File: config.mk
export PLATFORM = sky130hd
export DESIGN_NAME = huffman_scheduler
export DESIGN_NICKNAME = d
export VERILOG_FILES = /design/src/rtl/huffman_pkg.sv /design/src/rtl/huffman_min2_scan.sv /design/src/rtl/huffman_scheduler.sv
export SDC_FILE = /design/constraint.sdc
export NUM_CORES = 1
export LEC_CHECK = 0
export CAP_MARGIN = 20
export CORE_MARGIN = 2
export CORE_UTILIZATION = 30
export DETAILED_ROUTE_END_ITERATION = 8
export PLACE_DENSITY_LB_ADDON = 0.08
export REMOVE_ABC_BUFFERS = 1
export SKIP_LAST_GASP = 1
export SLEW_MARGIN = 10
export SYNTH_ARGS = -nofsm -noshare
export SYNTH_HDL_FRONTEND = slang
export SYNTH_SLANG_ARGS = --single-unit
File: constraint.sdc
create_clock -name clk -period 6.6 [get_ports clk]
set_clock_uncertainty 0.15 [all_clocks]
set_input_delay 1.32 -clock clk [delete_from_list [all_inputs] [get_ports clk]]
set_output_delay 1.32 -clock clk [all_outputs]
set_load 0.03 [all_outputs]
File: src/rtl/huffman_pkg.sv
// Shared types and constants for the Huffman scheduler: node ids, the sequencer
// state encoding and the (count, id) ordering used to pick merge candidates.
package huffman_pkg;

    localparam int unsigned SYM_NUM  = 6;
    localparam int unsigned NODE_NUM = 11;
    localparam int unsigned NODE_W   = 4;
    localparam int unsigned CNT_W    = 8;
    localparam int unsigned KEY_CW   = 16;

    typedef logic [NODE_W-1:0] node_id_t;

    typedef enum logic [2:0] {
        S_IDLE,
        S_COUNT,
        S_SCAN,
        S_WRITE,
        S_WAIT,
        S_FIN
    } state_t;

    // Strict ordering on {count, id}: equal counts resolve to the lower id.
    function automatic logic key_lt(input logic [KEY_CW-1:0] cnt_a, input node_id_t id_a,
                                    input logic [KEY_CW-1:0] cnt_b, input node_id_t id_b);
        return {cnt_a, id_a} < {cnt_b, id_b};
    endfunction

endpackage

File: src/rtl/huffman_min2_scan.sv
// Registered tracker of the two smallest (count, id) keys seen since i_start.
// i_start empties the tracker in the same cycle its candidate is considered.
module huffman_min2_scan
    import huffman_pkg::*;
#(
    parameter int unsigned CW = CNT_W + 1
) (
    input  logic          clk,
    input  logic          reset,
    input  logic          i_clear,
    input  logic          i_start,
    input  logic          i_cand_valid,
    input  node_id_t      i_cand_id,
    input  logic [CW-1:0] i_cand_cnt,
    output node_id_t      o_min1_id,
    output node_id_t      o_min2_id
);

    logic          r_min1_vld, r_min2_vld;
    node_id_t      r_min1_id, r_min2_id;
    logic [CW-1:0] r_min1_cnt, r_min2_cnt;
    logic          w_m1v, w_m2v, w_lt1, w_lt2;

    always_comb begin
        w_m1v = r_min1_vld && !i_start;
        w_m2v = r_min2_vld && !i_start;
        w_lt1 = !w_m1v || key_lt(KEY_CW'(i_cand_cnt), i_cand_id, KEY_CW'(r_min1_cnt), r_min1_id);
        w_lt2 = !w_m2v || key_lt(KEY_CW'(i_cand_cnt), i_cand_id, KEY_CW'(r_min2_cnt), r_min2_id);
    end

    always_ff @(posedge clk) begin
        if (reset || i_clear) begin
            r_min1_vld <= 1'b0;
            r_min2_vld <= 1'b0;
            r_min1_id  <= '0;
            r_min2_id  <= '0;
            r_min1_cnt <= '0;
            r_min2_cnt <= '0;
        end else begin
            if (i_start) begin
                r_min1_vld <= 1'b0;
                r_min2_vld <= 1'b0;
            end
            if (i_cand_valid) begin
                if (w_lt1) begin
                    r_min2_vld <= w_m1v;
                    r_min2_id  <= r_min1_id;
                    r_min2_cnt <= r_min1_cnt;
                    r_min1_vld <= 1'b1;
                    r_min1_id  <= i_cand_id;
                    r_min1_cnt <= i_cand_cnt;
                end else if (w_lt2) begin
                    r_min2_vld <= 1'b1;
                    r_min2_id  <= i_cand_id;
                    r_min2_cnt <= i_cand_cnt;
                end
            end
        end
    end

    assign o_min1_id = r_min1_id;
    assign o_min2_id = r_min2_id;

endmodule

File: src/rtl/huffman_scheduler.sv
// Huffman flow sequencer: symbol counting, five tree-merge rounds, sender handshake.
// Define HUFF_CNT_SAT_EN to saturate symbol counts instead of wrapping them.
module huffman_scheduler
    import huffman_pkg::*;
#(
    parameter int unsigned CNT_W = huffman_pkg::CNT_W
) (
    input  logic             clk,
    input  logic             reset,
    input  logic             gray_valid,
    input  logic [7:0]       gray_data,
    input  logic             sender_done,
    output logic [CNT_W-1:0] CNT1,
    output logic [CNT_W-1:0] CNT2,
    output logic [CNT_W-1:0] CNT3,
    output logic [CNT_W-1:0] CNT4,
    output logic [CNT_W-1:0] CNT5,
    output logic [CNT_W-1:0] CNT6,
    output logic             CNT_valid,
    output logic [3:0]       tree_0_0,
    output logic [3:0]       tree_0_1,
    output logic [3:0]       tree_0_2,
    output logic [3:0]       tree_0_3,
    output logic [3:0]       tree_0_4,
    output logic [3:0]       tree_1_0,
    output logic [3:0]       tree_1_1,
    output logic [3:0]       tree_1_2,
    output logic [3:0]       tree_1_3,
    output logic [3:0]       tree_1_4,
    output logic             tree_done,
    output logic             code_valid
);

    localparam int unsigned NCW = CNT_W + 1;

    state_t               r_state;
    logic [2:0]           r_round;
    node_id_t             r_idx;
    logic [NCW-1:0]       r_cnt [NODE_NUM];
    logic [NODE_NUM-1:0]  r_act;
    node_id_t             r_t0 [5];
    node_id_t             r_t1 [5];
    logic [CNT_W-1:0]     r_cnt_out [SYM_NUM];

    logic                 w_sym_vld;
    node_id_t             w_sym;
    logic [CNT_W-1:0]     w_leaf, w_leaf_nx;
    logic                 w_cand_valid, w_start, w_last;
    node_id_t             w_min1, w_min2, w_new;
    logic [NCW-1:0]       w_sum;

    always_comb begin
        w_sym_vld    = (gray_data >= 8'd1) && (gray_data <= 8'd6);
        w_sym        = gray_data[3:0] - 4'd1;
        w_leaf       = r_cnt[w_sym][CNT_W-1:0];
`ifdef HUFF_CNT_SAT_EN
        w_leaf_nx    = (&w_leaf) ? w_leaf : w_leaf + CNT_W'(1);
`else
        w_leaf_nx    = w_leaf + CNT_W'(1);
`endif
        w_cand_valid = (r_state == S_SCAN) && r_act[r_idx];
        w_start      = (r_state == S_SCAN) && (r_idx == '0);
        w_last       = (r_idx == ({1'b0, r_round} + 4'd5));
        w_new        = {1'b0, r_round} + 4'd6;
        w_sum        = r_cnt[w_min1] + r_cnt[w_min2];
    end

    huffman_min2_scan #(
        .CW (NCW)
    ) u_scan (
        .clk          (clk),
        .reset        (reset),
        .i_clear      (r_state == S_IDLE),
        .i_start      (w_start),
        .i_cand_valid (w_cand_valid),
        .i_cand_id    (r_idx),
        .i_cand_cnt   (r_cnt[r_idx]),
        .o_min1_id    (w_min1),
        .o_min2_id    (w_min2)
    );

    always_ff @(posedge clk) begin
        if (reset) begin
            r_state    <= S_IDLE;
            r_round    <= '0;
            r_idx      <= '0;
            r_act      <= '0;
            CNT_valid  <= 1'b0;
            tree_done  <= 1'b0;
            code_valid <= 1'b0;
            for (int unsigned i = 0; i < NODE_NUM; i++) r_cnt[i] <= '0;
            for (int unsigned i = 0; i < 5; i++) begin
                r_t0[i] <= '0;
                r_t1[i] <= '0;
            end
            for (int unsigned i = 0; i < SYM_NUM; i++) r_cnt_out[i] <= '0;
        end else begin
            CNT_valid  <= 1'b0;
            code_valid <= 1'b0;
            case (r_state)
                S_IDLE: begin
                    tree_done <= 1'b0;
                    // Clearing and counting the stream's first sample share this edge.
                    for (int unsigned i = 0; i < NODE_NUM; i++) begin
                        r_cnt[i] <= (gray_valid && w_sym_vld && (w_sym == node_id_t'(i))) ? NCW'(1) : '0;
                        r_act[i] <= (i < SYM_NUM);
                    end
                    if (gray_valid) r_state <= S_COUNT;
                end
                S_COUNT: begin
                    if (gray_valid) begin
                        if (w_sym_vld) r_cnt[w_sym] <= {1'b0, w_leaf_nx};
                    end else begin
                        r_state   <= S_SCAN;
                        r_round   <= '0;
                        r_idx     <= '0;
                        CNT_valid <= 1'b1;
                        for (int unsigned i = 0; i < SYM_NUM; i++) r_cnt_out[i] <= r_cnt[i][CNT_W-1:0];
                    end
                end
                S_SCAN: begin
                    if (w_last) r_state <= S_WRITE;
                    else        r_idx   <= r_idx + 4'd1;
                end
                S_WRITE: begin
                    r_t1[r_round]  <= w_min1;
                    r_t0[r_round]  <= w_min2;
                    r_cnt[w_new]   <= w_sum;
                    r_act[w_min1]  <= 1'b0;
                    r_act[w_min2]  <= 1'b0;
                    r_act[w_new]   <= 1'b1;
                    r_idx          <= '0;
                    if (r_round == 3'd4) begin
                        r_state   <= S_WAIT;
                        tree_done <= 1'b1;
                    end else begin
                        r_round <= r_round + 3'd1;
                        r_state <= S_SCAN;
                    end
                end
                S_WAIT: begin
                    if (sender_done) begin
                        r_state    <= S_FIN;
                        tree_done  <= 1'b0;
                        code_valid <= 1'b1;
                    end
                end
                S_FIN: begin
                    r_state <= S_IDLE;
                end
                default: r_state <= S_IDLE;
            endcase
        end
    end

    assign CNT1 = r_cnt_out[0];
    assign CNT2 = r_cnt_out[1];
    assign CNT3 = r_cnt_out[2];
    assign CNT4 = r_cnt_out[3];
    assign CNT5 = r_cnt_out[4];
    assign CNT6 = r_cnt_out[5];

    assign tree_0_0 = r_t0[0];
    assign tree_0_1 = r_t0[1];
    assign tree_0_2 = r_t0[2];
    assign tree_0_3 = r_t0[3];
    assign tree_0_4 = r_t0[4];
    assign tree_1_0 = r_t1[0];
    assign tree_1_1 = r_t1[1];
    assign tree_1_2 = r_t1[2];
    assign tree_1_3 = r_t1[3];
    assign tree_1_4 = r_t1[4];

endmodule

==> run_results.csv <==
group,metric,value,unit
synthesis,muxShareOfSynthArea,0.2512,
clock_tree,cts_buffers,37,
drt,via_count,11510,
drt,wirelength,57.97,mm
clock_tree,clock_path_buffers,3,
sta,whs,0.3226,ns
worst_setup_path,reg2regPathDepth,11,
sta,hold_viol,0,
synthesis,seq_area_frac_synth,0.4889,
worst_setup_path,slowest_stage,"dfxtp_2",
sta,fin_crit,5.114,ns
grt,antenna_found_initial,1,
clock_tree,insertion_delay,0.56,ns
final_layout,drive_gt1_frac,0.2171,
min_path,hp-class,"reg2reg",
grt,grt_overflow,0,
final_layout,n_antenna_cell,0,
synthesis,synth_top_family_by_area,"multiplexers",
worst_setup_path,max_stage_delay,0.71,ns
synthesis,synth-edff-count,232,
worst_setup_path,critPathTopFamily,"multiplexers",
worst_setup_path,endpoint,"r_cnt[12][7]",
clock_tree,cts_hold_buf,0,
final_layout,multiInputGateArea,8011,sq um
drt,ant_nets,0,
worst_setup_path,required,6.71,ns
synthesis,yosysUniqueCellTypes,60,
placement,gp_congestion,0.8693,
sta,rsz0062_at_grt,"false",
worst_setup_path,cp.arrival,5.22,ns
drt,via_per_inst,5.381,
final_layout,nets,1423,
worst_setup_path,r2r_end,"r_cnt[12][7]",
drt,drtIter0Drc,1070,
grt,first_global_vias,11510,
flow_run,maxCapViolCount,0,
clock_tree,cts_tree,"yes",
die,io_pins,103,
sta,slew_headroom,0.3407,
synthesis,yosys.area.top_type,"edfxtp_1",
placement,hpwl,41.03,mm
sta,period_share,0.7748,
synthesis,synthAdderAreaFrac,0.03605,
drt,dr.pass1.iters,6,
synthesis,synthSimpleGateAreaFrac,0.1104,
pwr,peakVddDrop,0.1431,mV
die,die-width,241.1,um
min_path,min_from,"r_act[10]",
clock_tree,htreeDepth,2,
synthesis,ys_seq_elements,296,
clock_tree,numClockSinks,296,
die,design.die.area,58140,sq um
sta,tightest_slew,0.9890,ns
synthesis,netlist_area,16870,sq um
final_layout,area_growth,18.45,%
drt,wl_per_cell,27.10,um
die,initial_utilization,0.3050,
synthesis,synth-compound-area-share,0.06238,
final_layout,fin_cells,2139,
clock_tree,post_cts_resized,0,
worst_setup_path,path_depth,11,
die,fp-row-count,86,
sta,final_max_slew_viol_count,0,
final_layout,nFillCells,5403,
synthesis,synth_xor_xnor_area_share,0.01365,
grt,grt_max_degree,38,
sta,final-setup-viol-count,0,
worst_setup_path,cp_cell_sequence,"buf_4 -> mux4_2 -> mux4_2 -> ha_1 -> a21oi_1 -> o21bai_1 -> a21oi_1 -> o21ai_0 -> mux2i_1 -> a21o_1 -> inv_2",
die,die_h,241.1,um
grt,grt_pass1_wl,84.12,mm
sta,tns,0,ns
placement,dp.cells,2072,
worst_setup_path,critical_path_class,"reg2reg",
clock_tree,path_clk_slew,0.06,ns
worst_setup_path,crit_path_start_kind,"flop",
run_status,status,"finished, final reports clean",
synthesis,synth_async_sr_flop_share,0,
synthesis,ys.flop_type,"edfxtp_1",
placement,io_buffers,102,
synthesis,syn_inst,1278,
worst_setup_path,endpoint_kind,"flop",
die,coreArea,55310,sq um
worst_setup_path,cp_num_buf_inv,2,
worst_setup_path,regToRegSetupSlack,1.49,ns
synthesis,netlist.area_leader.share,0.4130,
synthesis,synthTopCellsByArea,"edfxtp_1 (41%), mux4_2 (23%), dfxtp_1 (7.6%)",
clock_tree,root_buffer,"clkbuf_16",
drt,drc_errors,0,
worst_setup_path,crit_fanout,13,
clock_tree,post-cts-setup-buffers,0,
pwr,p_per_area,242.1,nW/um^2
grt,track_usage,0.2029,
synthesis,syn_avg_cell_area,13.20,sq um
sta,max_freq,195.6,MHz
final_layout,regArea,8255,sq um
synthesis,synth_warnings,0,
pwr,leakage,0.006976,uW
## layer usage
metal | track usage | wire, um
met4 | 0.07164 | 2095
met3 | 0.05113 | 4318
met2 | 0.3162 | 26690
met1 | 0.2747 | 24860
met5 | 0 | 13
## cell usage after synthesis, drive strengths merged, types with 2 or more instances
| cell type | number |
|---|---|
| a211oi | 10 |
| a21o | 17 |
| a21oi | 73 |
| a22oi | 3 |
| a31oi | 7 |
| a32o | 3 |
| a32oi | 2 |
| and2 | 67 |
| and3 | 31 |
| and3b | 3 |
| buf | 39 |
| clkbuf | 60 |
| dfxtp | 64 |
| edfxtp | 232 |
| ha | 47 |
| inv | 46 |
| mux2i | 42 |
| mux4 | 169 |
| nand2 | 59 |
| nand2b | 4 |
| nand3 | 12 |
| nand3b | 3 |
| nand4 | 8 |
| nor2 | 150 |
| nor2b | 5 |
| nor3 | 22 |
| nor3b | 2 |
| nor4 | 5 |
| o21ai | 40 |
| o21bai | 2 |
| o22ai | 12 |
| o31ai | 2 |
| or2 | 3 |
| or3 | 2 |
| xnor2 | 14 |
| xor2 | 8 |
## kinds of logic after synthesis
kind of cell / Yosys count
and+or+nand+nor: 378
DFF: 296
muxes: 211
AOI/OAI and AO/OA: 178
buffers and inverters: 145
adders and majority gates: 48
xor gates and xnor gates: 22
## final cells by class
class	instances	area share
tap	748	0.04684
clock inverter	21	0.01190
clock buffer	46	0.04803
multi-input combinational	837	0.4009
timing repair buffer	145	0.07051
inverter	46	0.008641
sequential	296	0.4131
## sequential cells by signal, indices dropped and copies added (netlist names), 9 cells and up, named ones only
register and cells:
r_cnt 144, r_cnt_out 48, r_t0 20, r_t1 20
r_act 11, u_scan.r_min1_cnt 9, u_scan.r_min2_cnt 9
## power by group
part	switching, uW	internal (uW)	total (uW)
clock	829	1230	2060
combinational	362	239	601
sequential	75.8	2100	2180
## metrics by stage
stage | power, uW | setup slack [ns] | cell area (sq um) | utilization
2_1_floorplan | 2549 | 1.002 | 16410 | -
3_3_place_gp | 2815 | 1.073 | 18760 | 0.3391
3_5_place_dp | 2816 | 1.007 | 18780 | 0.3396
4_1_cts | 4894 | 1.423 | 19980 | 0.3613
5_1_grt | 5006 | 1.243 | 19980 | 0.3613
6_report | 4837 | 1.487 | 19980 | 0.3613
## cell usage in the layout (no fill, tap or decap), types with 12 or more instances in the layout
cell type        count
clkbuf_16           37
mux2i_1             39
nand2_1             59
clkdlybuf4s50_1    101
nor3_1              20
mux4_2             169
ha_1                47
edfxtp_1           232
a21oi_1             72
dfxtp_1             58
a21o_1              17
o22ai_1             12
nor2_1             141
xnor2_1             14
and3_1              31
buf_4               38
inv_1               39
o21ai_0             30
and2_1              67
## worst min-delay path by stage
stage / end / slack, ns / cells after the start
6_report: r_act[10] / 0.32 / 1
5_1_grt: r_act[10] / 0.35 / 1
4_1_cts: r_act[10] / 0.32 / 1
3_5_place_dp: r_act[10] / 0.31 / 1
3_3_place_gp: r_act[10] / 0.30 / 1
2_1_floorplan: r_act[2] / 0.29 / 2
## worst reg2reg max path, stage by stage (launching register included)
cell and delay [ns]:
dfxtp_2 0.71, buf_4 0.40, mux4_2 0.61, mux4_2 0.50
ha_1 0.35, a21oi_1 0.29, o21bai_1 0.11, a21oi_1 0.32
o21ai_0 0.19, mux2i_1 0.47, a21o_1 0.58, inv_2 0.13
(Power assumes the default switching activity.)
